## config.mk

```make
export PLATFORM = sky130hd
export DESIGN_NAME = rr_arbiter
export DESIGN_NICKNAME = d
export VERILOG_FILES = /design/src/rtl/rr_arbiter.sv
export SDC_FILE = /design/constraint.sdc
export NUM_CORES = 1
export LEC_CHECK = 0
export CAP_MARGIN = 20
export CORE_MARGIN = 2
export CORE_UTILIZATION = 40
export DETAILED_ROUTE_END_ITERATION = 10
export GPL_TIMING_DRIVEN = 0
export PLACE_DENSITY_LB_ADDON = 0.08
export SETUP_SLACK_MARGIN = 0.5
export SYNTH_ARGS = -nofsm -noshare
export SYNTH_HDL_FRONTEND = slang
export SYNTH_SLANG_ARGS = --single-unit
```

## constraint.sdc

```tcl
create_clock -name clk_i -period 1.45 [get_ports clk_i]
set_clock_uncertainty 0.1 [all_clocks]
set_input_delay 0.29 -clock clk_i [delete_from_list [all_inputs] [get_ports clk_i]]
set_output_delay 0.29 -clock clk_i [all_outputs]
set_load 0.05 [all_outputs]
```

## src/rtl/rr_arbiter.sv

```systemverilog
// Round-robin arbiter with registered one-hot grant, no preemption, one dead cycle between owners.
// Optional hold limit compiled in with `define ARB_TIMEOUT_EN.
module rr_arbiter #(
  parameter int  NUM_REQ  = 4,
  parameter int  MAX_HOLD = 16,
  localparam int IDX_W    = $clog2(NUM_REQ)
) (
  input  logic               clk_i,
  input  logic               arst_i,
  input  logic [NUM_REQ-1:0] req_i,
  output logic [NUM_REQ-1:0] gnt_o,
  output logic [IDX_W-1:0]   gnt_idx_o,
  output logic               gnt_valid_o,
  output logic               timeout_o
);

  if (NUM_REQ < 2 || NUM_REQ > 16) begin : g_bad_num_req
    $error("rr_arbiter: NUM_REQ must be within 2..16");
  end
  if (MAX_HOLD < 2 || MAX_HOLD > 255) begin : g_bad_max_hold
    $error("rr_arbiter: MAX_HOLD must be within 2..255");
  end

  typedef enum logic [0:0] {
    IDLE = 1'b0,
    BUSY = 1'b1
  } state_e;

  state_e               state_q, state_d;
  logic [IDX_W-1:0]     idx_q, idx_d;
  logic [IDX_W-1:0]     last_q, last_d;
  logic [IDX_W-1:0]     sel_s;
  logic                 valid_q, valid_d;
  logic [NUM_REQ-1:0]   gnt_q, gnt_d;
`ifdef ARB_TIMEOUT_EN
  localparam logic [7:0] HOLD_LAST = 8'(MAX_HOLD - 1);
  logic [7:0]           cnt_q, cnt_d;
  logic                 timeout_q, timeout_d;
`endif

  // Nearest requester above 'last' with wrap; scanning far-to-near lets the nearest win.
  function automatic logic [IDX_W-1:0] next_owner(input logic [NUM_REQ-1:0] req,
                                                  input logic [IDX_W-1:0]   last);
    logic [IDX_W-1:0] sel;
    logic [IDX_W-1:0] cand;
    sel = {IDX_W{1'b0}};
    for (int i = NUM_REQ; i >= 1; i--) begin
      cand = IDX_W'((int'(last) + i) % NUM_REQ);
      if (req[cand]) begin
        sel = cand;
      end else begin
        sel = sel;
      end
    end
    return sel;
  endfunction

  function automatic logic [NUM_REQ-1:0] onehot(input logic [IDX_W-1:0] idx);
    logic [NUM_REQ-1:0] vec;
    vec      = {NUM_REQ{1'b0}};
    vec[idx] = 1'b1;
    return vec;
  endfunction

  assign sel_s = next_owner(req_i, last_q);

  // Next-state and next-output logic for the IDLE/BUSY controller.
  always_comb begin
    state_d = state_q;
    idx_d   = idx_q;
    last_d  = last_q;
    valid_d = valid_q;
`ifdef ARB_TIMEOUT_EN
    cnt_d     = cnt_q;
    timeout_d = 1'b0;
`endif
    case (state_q)
      IDLE: begin
        if (|req_i) begin
          state_d = BUSY;
          idx_d   = sel_s;
          last_d  = sel_s;
          valid_d = 1'b1;
`ifdef ARB_TIMEOUT_EN
          cnt_d   = 8'd0;
`endif
        end else begin
          valid_d = 1'b0;
        end
      end
      BUSY: begin
        if (!req_i[idx_q]) begin
          state_d = IDLE;
          valid_d = 1'b0;
        end
`ifdef ARB_TIMEOUT_EN
        // A voluntary release takes precedence over revocation on the same edge.
        else if (cnt_q == HOLD_LAST) begin
          state_d   = IDLE;
          valid_d   = 1'b0;
          timeout_d = 1'b1;
        end else begin
          cnt_d = cnt_q + 8'd1;
        end
`else
        else begin
          valid_d = 1'b1;
        end
`endif
      end
      default: begin
        state_d = IDLE;
        valid_d = 1'b0;
      end
    endcase
    if (valid_d) begin
      gnt_d = onehot(idx_d);
    end else begin
      gnt_d = {NUM_REQ{1'b0}};
    end
  end

  // State and output registers; reset makes requester 0 the first winner.
  always_ff @(posedge clk_i or posedge arst_i) begin
    if (arst_i) begin
      state_q   <= IDLE;
      idx_q     <= {IDX_W{1'b0}};
      last_q    <= IDX_W'(NUM_REQ - 1);
      valid_q   <= 1'b0;
      gnt_q     <= {NUM_REQ{1'b0}};
`ifdef ARB_TIMEOUT_EN
      cnt_q     <= 8'd0;
      timeout_q <= 1'b0;
`endif
    end else begin
      state_q   <= state_d;
      idx_q     <= idx_d;
      last_q    <= last_d;
      valid_q   <= valid_d;
      gnt_q     <= gnt_d;
`ifdef ARB_TIMEOUT_EN
      cnt_q     <= cnt_d;
      timeout_q <= timeout_d;
`endif
    end
  end

  assign gnt_o       = gnt_q;
  assign gnt_idx_o   = idx_q;
  assign gnt_valid_o = valid_q;
`ifdef ARB_TIMEOUT_EN
  assign timeout_o   = timeout_q;
`else
  assign timeout_o   = 1'b0;
`endif

endmodule

```

* Word level (Yosys, flattened, before mapping)
Index checks and enable logic that the tools add are counted.
Storage, ports and cells: output and inout bits 8, bits in registers 9, logic and storage cells 41, input port bits 6
Cells by class: mux-type cells 22, $add $sub $neg 4, bitwise operators 1, $lt $le $gt $ge 7, reductions and logical operators 3
Operators with widths (number):
- 2-bit by 3-bit < comparator with 1-bit output, second input constant | 6
- 2-bit two-way mux | 6
- 1-bit binary-select mux with 2-bit select | 5
- 1-bit two-way mux | 8
- 2-bit by 1-bit adder with 2-bit output, second input constant | 2
- 2-bit adder, second input constant | 2
- 4-bit two-way mux | 1
- 4-bit OR reduction | 1
- 1-bit demux with 2-bit select | 1
- 2-bit by 1-bit >= comparator with 1-bit output, second input constant | 1
- 1-bit case mux with 2 select lines | 1
- 2-bit AND reduction | 1
- 1-bit logical AND | 1
- 1-bit inverter | 1

* Logic depth before layout (Yosys ltp)
Gate-level depths: netlist (run 1).
word-level depth 14, depth in mapped cells 6

* Least setup slack after synthesis (run 1)
Ideal clock, no wire load.
path type reg-to-reg, from reg idx_q[1] (netlist: gnt_idx_o[1]), to reg gnt_q[1] (netlist: gnt_o[1]), path slack -0.369 ns, cell stages (with the launch flop) 4, data required time 1.222 ns, arrival time 1.591 ns, period minus slack after synthesis 1.819 ns, path through dfrtp_1 > mux4_1 > a21oi_2 > nor3b_1
Between the ends: longest elaborated chain between the ends 7, elaborated cells between the ends (all ways) 12
RTL lines:
- from (decl) | line 30 | logic [IDX_W-1:0] idx_q, idx_d;
- from (signal assigned) | line 127 | idx_q <= {IDX_W{1'b0}};
- from (signal assigned) | line 137 | idx_q <= idx_d;
- 2-bit two-way mux | line 79 | if (|req_i) begin
- 2-bit two-way mux | line 77 | case (state_q)
- 2-bit by 3-bit < comparator with 1-bit output (implied by the code) / 2-bit by 1-bit >= comparator with 1-bit output (equally long branches) | line 61 | vec[idx] = 1'b1;
- 1-bit logical AND (implied by the code) | line 61
- 1-bit two-way mux (implied by the code) | line 61
- 1-bit demux with 2-bit select | line 61
- 4-bit two-way mux (*) | line 116 | if (valid_d) begin
- net gnt_d[1] | line 34 | logic [NUM_REQ-1:0] gnt_q, gnt_d;
- to (signal assigned) | line 130 | gnt_q <= {NUM_REQ{1'b0}};
- to (signal assigned) | line 140 | gnt_q <= gnt_d;
- to (decl) | line 34
Mark *: on every way through the listed nets, which the timed path passes. The rest lies on a longest branch. The select of a mux whose other input is x is not followed. A chain may end at the register's enable or synchronous reset.

* Worst setup path after layout (run 1)
from reg last_q[0], to reg gnt_q[0] (netlist: gnt_o[0])
Between the ends: longest elaborated chain between the ends 14, elaborated cells between the ends (all ways) 24
RTL lines:
- from (decl) | line 31 | logic [IDX_W-1:0] last_q, last_d;
- from (signal assigned) | line 128 | last_q <= IDX_W'(NUM_REQ - 1);
- from (signal assigned) | line 138 | last_q <= last_d;
- 2-bit by 1-bit adder with 2-bit output | line 48 | cand = IDX_W'((int'(last) + i) % NUM_REQ);
- 1-bit binary-select mux with 2-bit select | line 49 | if (req[cand]) begin
- 1-bit two-way mux (implied by the code) | line 49
- 2-bit two-way mux (3 in series) | line 49
- 2-bit two-way mux (*) | line 49
- 2-bit two-way mux (*) | line 79
- 2-bit two-way mux (*) | line 77
- net idx_d[1] | line 30
- 2-bit by 3-bit < comparator with 1-bit output (implied by the code) / 2-bit by 1-bit >= comparator with 1-bit output (equally long branches) | line 61
- 1-bit logical AND (implied by the code) | line 61
- 1-bit two-way mux (implied by the code) | line 61
- 1-bit demux with 2-bit select (*) | line 61
- 4-bit two-way mux (*) | line 116
- net gnt_d[0] | line 34
Marked as above.

==> flow_metrics.py, run 1 <==
metrics = {
    "outcome": {
        "status": "complete, but fails checks",
        "violations": "setup timing",
    },
    "die": {
        "core_sq_um": 1285,
        "io_pins": 14,
        "die_w_um": 40.76,
        "row_count": 13,
        "chipHeight_um": 40.76,
        "start_util": 0.4206,
        "floorplan.die_area_sq_um": 1661,
    },
    "clock_tree": {
        "cts_max_path_buffers": 2,
        "root_buffer": "clkbuf_4",
        "clk_pin_slew_worst_paths_ns": 0.06,
        "cts_made_buffers": 3,
        "tritoncts": "yes",
        "cts.sinks": 9,
        "clk_latency_ns": 0.25,
        "htreeDepth": 1,
    },
    "worst_setup_path": {
        "slowest_stage": "dfstp_2",
        "cp_max_fo": 4,
        "r2r-start": "last_q[0]",
        "worstPathArrival_ns": 1.56,
        "path_cells": "or2b_1, o211ai_1, a22oi_4, inv_2, nor3_1",
        "worstPathRequired_ns": 1.51,
        "critPathLaunch": "last_q[0]",
        "end_kind": "flop",
        "crit_buf_inv": 1,
        "ff2ff_setup_slack_ns": -0.05,
        "crit_type": "reg2reg",
        "critical-path-top-delay-family": "flip-flops",
        "ff2ff_path_depth": 5,
        "start_kind": "flop",
        "max_stage_delay_ns": 0.56,
        "r2r-end": "gnt_o[0]",
    },
    "flow_run": {
        "maxCapViolCount": 0,
    },
    "place": {
        "io_buffers": 12,
        "dp_cells": 76,
        "hpwl_um": 744.7,
        "place_area_sq_um": 699.4,
        "place_congestion": 0.7386,
    },
    "pwr": {
        "power_frac_seq": 0.252,
        "ir_drop_mv": 1.320,
        "p_comb_frac": 0.658,
        "p_sw_frac": 0.4283,
        "p_switching_uw": 876.1,
        "p_clk_frac": 0.090,
        "p_leak_uw": 0.0003772,
        "p_int_uw": 1169,
        "powerDensity_nw_per_um2": 2397,
    },
    "cells_and_area": {
        "areaGrowthSynthToFinish_pct": 57.87,
        "regArea_sq_um": 235.2,
        "antenna_cells": 0,
        "multi_input_area_sq_um": 306.5,
        "nets": 81,
        "utilization": 0.6641,
        "fill_cells": 108,
        "drive_gt1_frac": 0.6081,
        "stdcell_count": 89,
        "fin_area_sq_um": 853.3,
    },
    "sta": {
        "layout_setup_ws_ns": -0.04880,
        "hold_violations": 0,
        "finalSetupViolCount": 4,
        "clock.fmax_mhz": 667.2,
        "rsz0062_at_grt": "true",
        "tns_ns": -0.1117,
        "min_period_ns": 1.499,
        "post-route-period-util": 1.034,
        "whs_ns": 0.1859,
        "finalMaxSlewViolations": 0,
    },
    "synth": {
        "yosysTopAreaCell": "dfrtp_1",
        "yosysWarnings": 0,
        "syn_inst": 49,
        "yosysSeqAreaShare": 0.4213,
        "syn_avg_cell_area_sq_um": 11.03,
        "synth_top_area_share": 0.3241,
        "synth.distinct_cells": 29,
        "ys_top_cells_by_area": "dfrtp_1 32%, dfstp_2 9.7%, mux4_1 4.9%",
        "syn_nets": 55,
        "ys_seq_elements": 9,
        "netlist_area_sq_um": 540.5,
    },
    "route": {
        "vias_per_cell": 5.180,
        "wl_per_cell_um": 12.64,
        "drt-initial-drc-count": 9,
        "first_pass_iters": 3,
        "routed_wl_um": 1125,
        "via_count": 461,
        "drc": 0,
        "postRouteAntennaNets": 0,
    },
    "global_routing": {
        "antenna_found_initial": 0,
        "grt_max_degree": 10,
        "grt_pass1_vias": 433,
        "globalRouteOverflowTotal": 0,
        "grt_pass1_wl_um": 1904,
        "grtUsageTotal": 0.1824,
    },
    "worst_hold_path": {
        "min_path_type": "in2async",
    },
}
-- worst max-delay path by stage --
stage	endpoint	slack (ns)	cells after the start
floorplan	gnt_o[1]	-0.12	3
global placement	gnt_o[2]	-0.56	5
detailed placement	gnt_o[2]	-0.57	5
CTS	gnt_o[2]	-0.03	5
global route	gnt_o[2]	-0.14	5
finish	gnt_o[0]	-0.05	5
-- power by group through the flow --
stage | Combinational [uW] | Clock (uW) | Sequential (uW)
after global placement | 1010 | 0 | 507
after floorplan | 498 | 0 | 760
after CTS | 1290 | 191 | 511
after detailed placement | 1010 | 0 | 508
final | 1350 | 183 | 516
after global routing | 1440 | 210 | 532
-- kinds of logic after synthesis --
kind of cell / count (synthesis) / synth area share
simple gates: 18 / 0.2454
buf+inv: 8 / 0.06481
flops: 9 / 0.4213
compound gates: 12 / 0.2130
other cells: 1 / 0.006938
mux: 1 / 0.04862
-- what timing repair did --
item | in CTS | in global routing
pin swaps | 8 | 4
hold buffers | 0 | 0
resized for setup | 66 | 5
setup endpoints to repair | 16 | 16
buffers inserted | 8 | 1
-- cells in the mapped netlist --
library cell	n
or2_4	1
nor2_2	1
a2bb2oi_1	1
o211ai_1	1
a311oi_1	1
nor3b_1	3
o221a_4	1
dfrtp_1	7
o2111ai_1	1
nor3_1	3
a22o_1	1
buf_4	1
o22ai_1	2
or2_2	1
a21oi_2	1
mux4_1	1
a21oi_1	2
a22oi_4	1
inv_1	6
nor4_4	1
nor3b_2	1
and2b_1	1
conb_1	1
dfstp_2	2
clkbuf_2	1
nand2_1	1
nor2_1	2
or2b_1	2
nor2b_1	1
-- layer usage --
metal / track usage / vias up / share of wire
li1: - / 228 / -
met1: 0.2323 / 223 / 0.46
met2: 0.2778 / 8 / 0.51
met3: 0.08152 / 2 / 0.034
met4: 0.05000 / 0 / 0.0036
met5: 0 / - / 0
-- final cells by class --
type,count,share of cell area
Clock buffer,4,0.03079
Inverter,6,0.02639
Tap cell,15,0.02199
Buffer,2,0.02639
Multi-Input combinational cell,32,0.3592
Timing Repair Buffer,21,0.2595
Sequential cell,9,0.2757
-- layout by cell type, fill, tap and decap left out, types with 2 or more instances in the layout --
cell type	n
dfstp_2	2
inv_1	5
nor3_1	2
nor3b_2	3
clkbuf_4	3
dlygate4sd2_1	2
buf_8	6
nor2_1	2
buf_4	8
o22ai_1	2
dfrtp_2	6
or2b_1	2
buf_6	4
-- state kept, by name (all words and copies together) (netlist names) --
register     flops
gnt_valid_o      1
gnt_idx_o        2
last_q           2
gnt_o            4
-- stage by stage --
stage	setup slack (ns)	power [uW]
after floorplan	-0.1168	1258
after global placement	-0.5561	1519
after detailed placement	-0.5701	1521
after CTS	-0.02568	1995
after global routing	-0.1437	2184
final	-0.04880	2045
Note: power is estimated with default switching activity, not from simulation.
==> run 2, diff against run 1 <==
Settings changed: ABC_AREA from default to 1, SKIP_CTS_REPAIR_TIMING from default to 1.
==> run 2 against run 1 <==
Compared with the run above:
- die area up 9.4%
- non-clock buffer count down 3
- routed wire length up 17%
- design area up 7.3%
- worst setup slack worse by 0.20 ns
- clock power down 2%
- fmax down 12%
- sequential share of layout area down 2.0 points
- the flow still finishes with violations (setup timing)
- sequential power down 1%
- largest power group unchanged
- critical endpoint is now gnt_o[3]
- core utilization up 1.4 points
- synthesized cell count up 65%
- first-iteration DRC count unchanged
- highest routed layer unchanged
==> flow_metrics.py, run 2 <==
metrics = {
    "global_routing": {
        "grtUsageTotal": 0.1411,
        "grt_max_degree": 11,
        "antenna_found_initial": 0,
        "grt_pass1_wl_um": 1932,
        "grt_pass1_vias": 456,
        "globalRouteOverflowTotal": 0,
    },
    "worst_setup_path": {
        "cp_num_cells": 13,
        "critical-path-top-delay-family": "simple AND/OR/NAND/NOR gates",
        "crit_path_end": "gnt_o[3]",
        "crit_type": "reg2reg",
        "max_stage_delay_ns": 0.57,
        "worstPathArrival_ns": 1.77,
        "worstPathRequired_ns": 1.53,
        "start_kind": "flop",
        "cp_max_fo": 6,
        "crit_buf_inv": 2,
        "path_cells": "buf_8, inv_8, nand2_2, nand2_2, nand2_2, nand2_2, nand2_2, nand2_1, nand2_1, nand3_2, nand2_2, nand2_2, nor2_1",
        "r2r-end": "gnt_o[3]",
        "ff2ff_path_depth": 13,
        "crit_top_cell": "nand2_2",
        "r2r-start": "last_q[0]",
        "end_kind": "flop",
        "slowest_stage": "dfstp_2",
        "critPathLaunch": "last_q[0]",
        "ff2ff_setup_slack_ns": -0.25,
    },
    "cells_and_area": {
        "stdcell_count": 118,
        "antenna_cells": 0,
        "largest_reg_flops": 4,
        "drive_gt1_frac": 0.6019,
        "nets": 110,
        "fin_area_sq_um": 915.9,
        "final_cell_mix": "17 x nand2_2, 13 x nand2_1, 8 x inv_2, 8 x buf_4",
        "final_common_cell": "nand2_2",
        "areaGrowthSynthToFinish_pct": 53.46,
    },
    "place": {
        "place_area_sq_um": 742.0,
        "place_ws_ns": -0.4340,
        "dp_cells": 108,
        "place_congestion": 0.8775,
        "io_buffers": 12,
        "hpwl_um": 919.2,
    },
    "pwr": {
        "p_sw_frac": 0.5040,
        "p_switching_uw": 1238,
        "p_int_uw": 1219,
        "p_comb_frac": 0.720,
        "powerDensity_nw_per_um2": 2682,
        "power_frac_seq": 0.207,
        "p_leak_uw": 0.0004941,
        "fin_total_pwr_uw": 2457,
        "p_clk_frac": 0.073,
        "ir_drop_mv": 1.507,
    },
    "clock_tree": {
        "clk_pin_slew_worst_paths_ns": 0.06,
        "cts_made_buffers": 3,
        "tritoncts": "yes",
        "htreeDepth": 1,
        "clk_latency_ns": 0.24,
        "cts.sinks": 9,
        "cts_max_path_buffers": 2,
        "root_buffer": "clkbuf_4",
    },
    "synth": {
        "syn_nets": 87,
        "yosysWarnings": 0,
        "synth_xor_area_frac": 0,
        "syn_avg_cell_area_sq_um": 7.368,
        "ys.flop_type": "dfrtp_1",
        "synth.distinct_cells": 20,
        "yosysTopAreaCell": "dfrtp_1",
        "synth_top_family_by_area": "simple AND/OR/NAND/NOR gates",
        "synth_top_area_share": 0.2935,
        "synth_mux_area_frac": 0,
        "async_reset_ff_frac": 1.000,
        "yosys-top-cells-count": "22 x nand2_1, 9 x nand2_2, 7 x dfrtp_1, 7 x inv_1",
        "netlist_area_sq_um": 596.8,
        "synth-adder-area-share": 0,
        "synth_edf_count": 0,
        "yosysSeqAreaShare": 0.3816,
        "synthSimpleGateAreaFrac": 0.3753,
        "ys_seq_elements": 9,
        "synth_compound_gate_area_share": 0.1090,
        "yosysMostFrequentCell": "nand2_1",
        "syn_inst": 81,
        "ys_top_cells_by_area": "dfrtp_1 29%, nand2_1 14%, nand2_2 9.4%",
    },
    "outcome": {
        "status": "complete, but fails checks",
        "violations": "setup timing",
    },
    "die": {
        "chipHeight_um": 42.63,
        "die_w_um": 42.63,
        "io_pins": 14,
        "floorplan.die_area_sq_um": 1817,
        "start_util": 0.4421,
        "core_sq_um": 1350,
        "row_count": 13,
    },
    "sta": {
        "whs_ns": 0.1942,
        "rsz0062_at_grt": "true",
        "hold_violations": 0,
        "finalMaxSlewViolations": 0,
        "post-route-period-util": 1.170,
        "finalSetupViolCount": 8,
        "layout_setup_ws_ns": -0.2460,
        "clock.fmax_mhz": 589.6,
        "min_period_ns": 1.696,
    },
    "route": {
        "vias_per_cell": 4.746,
        "postRouteAntennaNets": 0,
        "first_pass_iters": 3,
        "wl_per_cell_um": 11.16,
        "via_count": 560,
        "drc": 0,
        "drt-initial-drc-count": 9,
        "routed_wl_um": 1317,
    },
    "worst_hold_path": {
        "min_path_type": "in2async",
    },
    "flow_run": {
        "maxCapViolCount": 0,
    },
}
run 2: cell types whose count changed after synthesis, moves of 2 or more:
cell and change:
nand2_2 +9, nor2_1 +3, o22ai_1 -2, nand2_1 +21
nor3b_1 -3, nand3_1 +6, nor3_1 -3, or2b_1 -2
o21ai_0 +5, inv_2 +6
run 2: layout make-up:
class | instances | area, sq um
Buffer | 2 | 22.52
Clock buffer | 4 | 26.28
Fill cell | 116 | 434.2
Inverter | 14 | 62.56
Multi-Input combinational cell | 56 | 357.8
Sequential cell | 9 | 234.0
Tap cell | 15 | 18.77
Timing Repair Buffer | 18 | 193.9
run 2: logic make-up after synthesis:
family	after synthesis
AOI/OAI and AO/OA	10
DFF	9
buffers and inverters	16
other	1
and+or+nand+nor	45
run 2: power by group through the flow:
stage | combinational (uW) | sequential, uW | clock (uW)
4_1_cts | 1360 | 481 | 190
5_1_grt | 1930 | 517 | 210
3_5_place_dp | 1360 | 485 | 0
3_3_place_gp | 1340 | 484 | 0
2_1_floorplan | 814 | 726 | 0
6_report | 1770 | 509 | 179
run 2: per-stage QoR:
stage | setup TNS (ns) | utilization
final | -1.608 | 0.6784
after global routing | -2.426 | 0.6784
after CTS | -3.707 | 0.5690
after detailed placement | -3.529 | 0.5496
after global placement | -3.033 | 0.5496
after floorplan | -0.1281 | -
run 2: how the worst min path moves through the flow:
stage | startpoint | to | slack [ns] | depth (start not counted)
after floorplan | arst_i | gnt_o[1] | 0.02 | 1
after global placement | last_q[1] | last_q[1] | 0.44 | 2
after detailed placement | last_q[1] | last_q[1] | 0.45 | 2
after CTS | arst_i | gnt_o[3] | 0.20 | 2
after global routing | arst_i | gnt_o[0] | 0.23 | 2
final | arst_i | gnt_o[0] | 0.19 | 2
run 2: metal layers:
metal	global-route usage	up-vias	wire, um
li1	-	295	-
met1	0.1840	254	532
met2	0.2212	7	719
met3	0.04741	4	47
met4	0.03750	0	17
met5	0	-	0
run 2: worst register-to-register path, delay by kind of cell, from the launching register on:
family	cells	cell delay, ns
buffers and inverters	2	0.19
and+or+nand+nor	11	0.77
DFF	1	0.57
==> run 3, diff against run 2 <==
Settings changed: CAP_MARGIN 20 to 25, CORE_MARGIN 2 to default.
==> run 3 against run 2 <==
Compared with the run above:
- the run still ends with setup timing left
- design area fell by 0.68%
- via count rose by 2.1%
- power fell by 1.6%
- sequential power rose by 1%
- final cell count rose by 1.7%
- core utilization fell by 0.46 points
==> flow_metrics.py, run 3 (same netlist as run 2, synthesis figures left out) <==
metrics = {
    "pwr": {
        "ir_drop_mv": 1.283,
        "p_leak_uw": 0.0004914,
        "powerDensity_nw_per_um2": 2658,
    },
    "worst_setup_path": {
        "crit_top_cell": "nand2_2",
        "worstPathRequired_ns": 1.54,
        "path_cells": "buf_6, inv_8, nand2_2, nand3_2, nand2_1, inv_1, nand2_2, nand2_1, nand2_1, nand3_2, nand2_2, nand2_2, nor2_1",
        "critical-path-top-delay-family": "simple AND/OR/NAND/NOR gates",
        "end_kind": "flop",
        "crit_type": "reg2reg",
        "r2r-start": "last_q[0]",
        "cp_max_fo": 6,
        "critPathLaunch": "last_q[0]",
        "ff2ff_path_depth": 13,
        "worstPathArrival_ns": 1.74,
        "start_kind": "flop",
        "max_stage_delay_ns": 0.54,
        "ff2ff_setup_slack_ns": -0.20,
        "crit_buf_inv": 3,
        "r2r-end": "gnt_o[3]",
        "slowest_stage": "dfstp_2",
    },
    "global_routing": {
        "grt_pass1_vias": 453,
        "globalRouteOverflowTotal": 0,
        "antenna_found_initial": 0,
        "grt_max_degree": 11,
        "grtUsageTotal": 0.1680,
        "grt_pass1_wl_um": 1766,
    },
    "route": {
        "via_count": 572,
        "wl_per_cell_um": 11.60,
        "drt-initial-drc-count": 10,
        "first_pass_iters": 4,
        "drc": 0,
        "postRouteAntennaNets": 0,
        "routed_wl_um": 1392,
        "vias_per_cell": 4.767,
    },
    "clock_tree": {
        "cts.sinks": 9,
        "htreeDepth": 1,
        "cts_made_buffers": 3,
        "clk_pin_slew_worst_paths_ns": 0.06,
        "root_buffer": "clkbuf_4",
        "clk_latency_ns": 0.25,
        "cts_max_path_buffers": 2,
        "tritoncts": "yes",
    },
    "die": {
        "row_count": 13,
        "floorplan.die_area_sq_um": 1650,
        "chipHeight_um": 40.63,
        "core_sq_um": 1350,
        "die_w_um": 40.63,
        "start_util": 0.4421,
        "io_pins": 14,
    },
    "sta": {
        "clock.fmax_mhz": 604.4,
        "post-route-period-util": 1.141,
        "whs_ns": 0.1946,
        "hold_violations": 0,
        "min_period_ns": 1.654,
        "rsz0062_at_grt": "true",
        "finalSetupViolCount": 8,
        "layout_setup_ws_ns": -0.2044,
        "finalMaxSlewViolations": 0,
    },
    "worst_hold_path": {
        "min_path_type": "in2async",
    },
    "cells_and_area": {
        "largest_reg_flops": 4,
        "antenna_cells": 0,
        "areaGrowthSynthToFinish_pct": 52.41,
        "final_cell_mix": "15 x nand2_1, 14 x nand2_2, 9 x inv_2, 9 x buf_4",
        "nets": 112,
        "final_common_cell": "nand2_1",
        "multi_input_area_sq_um": 344.1,
        "utilization": 0.6738,
        "drive_gt1_frac": 0.5810,
        "stdcell_count": 120,
        "fill_cells": 118,
        "regArea_sq_um": 234.0,
    },
    "place": {
        "dp_cells": 108,
        "hpwl_um": 931.7,
        "io_buffers": 12,
        "place_congestion": 0.6892,
    },
    "outcome": {
        "violations": "setup timing",
        "status": "complete, but fails checks",
    },
    "flow_run": {
        "maxCapViolCount": 0,
    },
}
-- run 3: how the worst max path moves through the flow --
| stage | endpoint | slack (ns) | cells past startpoint |
|---|---|---|---|
| floorplan | gnt_o[1] | -0.04 | 12 |
| global placement | gnt_o[2] | -0.38 | 11 |
| detailed placement | gnt_o[2] | -0.39 | 11 |
| CTS | gnt_valid_o | -0.46 | 1 |
| global route | gnt_o[2] | -0.30 | 11 |
| finish | gnt_o[3] | -0.20 | 13 |
-- run 3: layout make-up --
class                   count  area share
multi-input cells          56      0.3783
flip-flops and latches      9      0.2572
repair buffers             20      0.2283
inverters                  14     0.06602
clock buffers               4     0.02889
plain buffers               2     0.02063
well taps                  15     0.02063
-- run 3: power breakdown --
group / total [uW] / internal [uW] / switching (uW)
Clock: 186 / 106 / 80.4
Sequential: 514 / 394 / 121
Combinational: 1720 / 686 / 1030
-- run 3: layer usage --
| metal | part of all wire | wire (um) | global-route usage | up-vias |
|---|---|---|---|---|
| met5 | 0 | 0 | 0 | - |
| met4 | 0.012 | 17 | 0.1000 | 0 |
| met3 | 0.042 | 59 | 0.04348 | 4 |
| met2 | 0.55 | 763 | 0.2817 | 12 |
| met1 | 0.40 | 553 | 0.1903 | 259 |
| li1 | - | - | - | 297 |
-- run 3: through the flow --
step                      setup slack (ns)  TNS [ns]  area [sq um]  total power (uW)
after floorplan                   -0.03758   -0.1281         603.1              1540
after global placement             -0.3766    -3.030         742.0              1824
after detailed placement           -0.3873    -3.167         742.0              1844
after CTS                          -0.4563    -3.470         768.2              2041
after global routing               -0.2965    -1.987         909.6              2593
final                              -0.2044    -1.182         909.6              2418
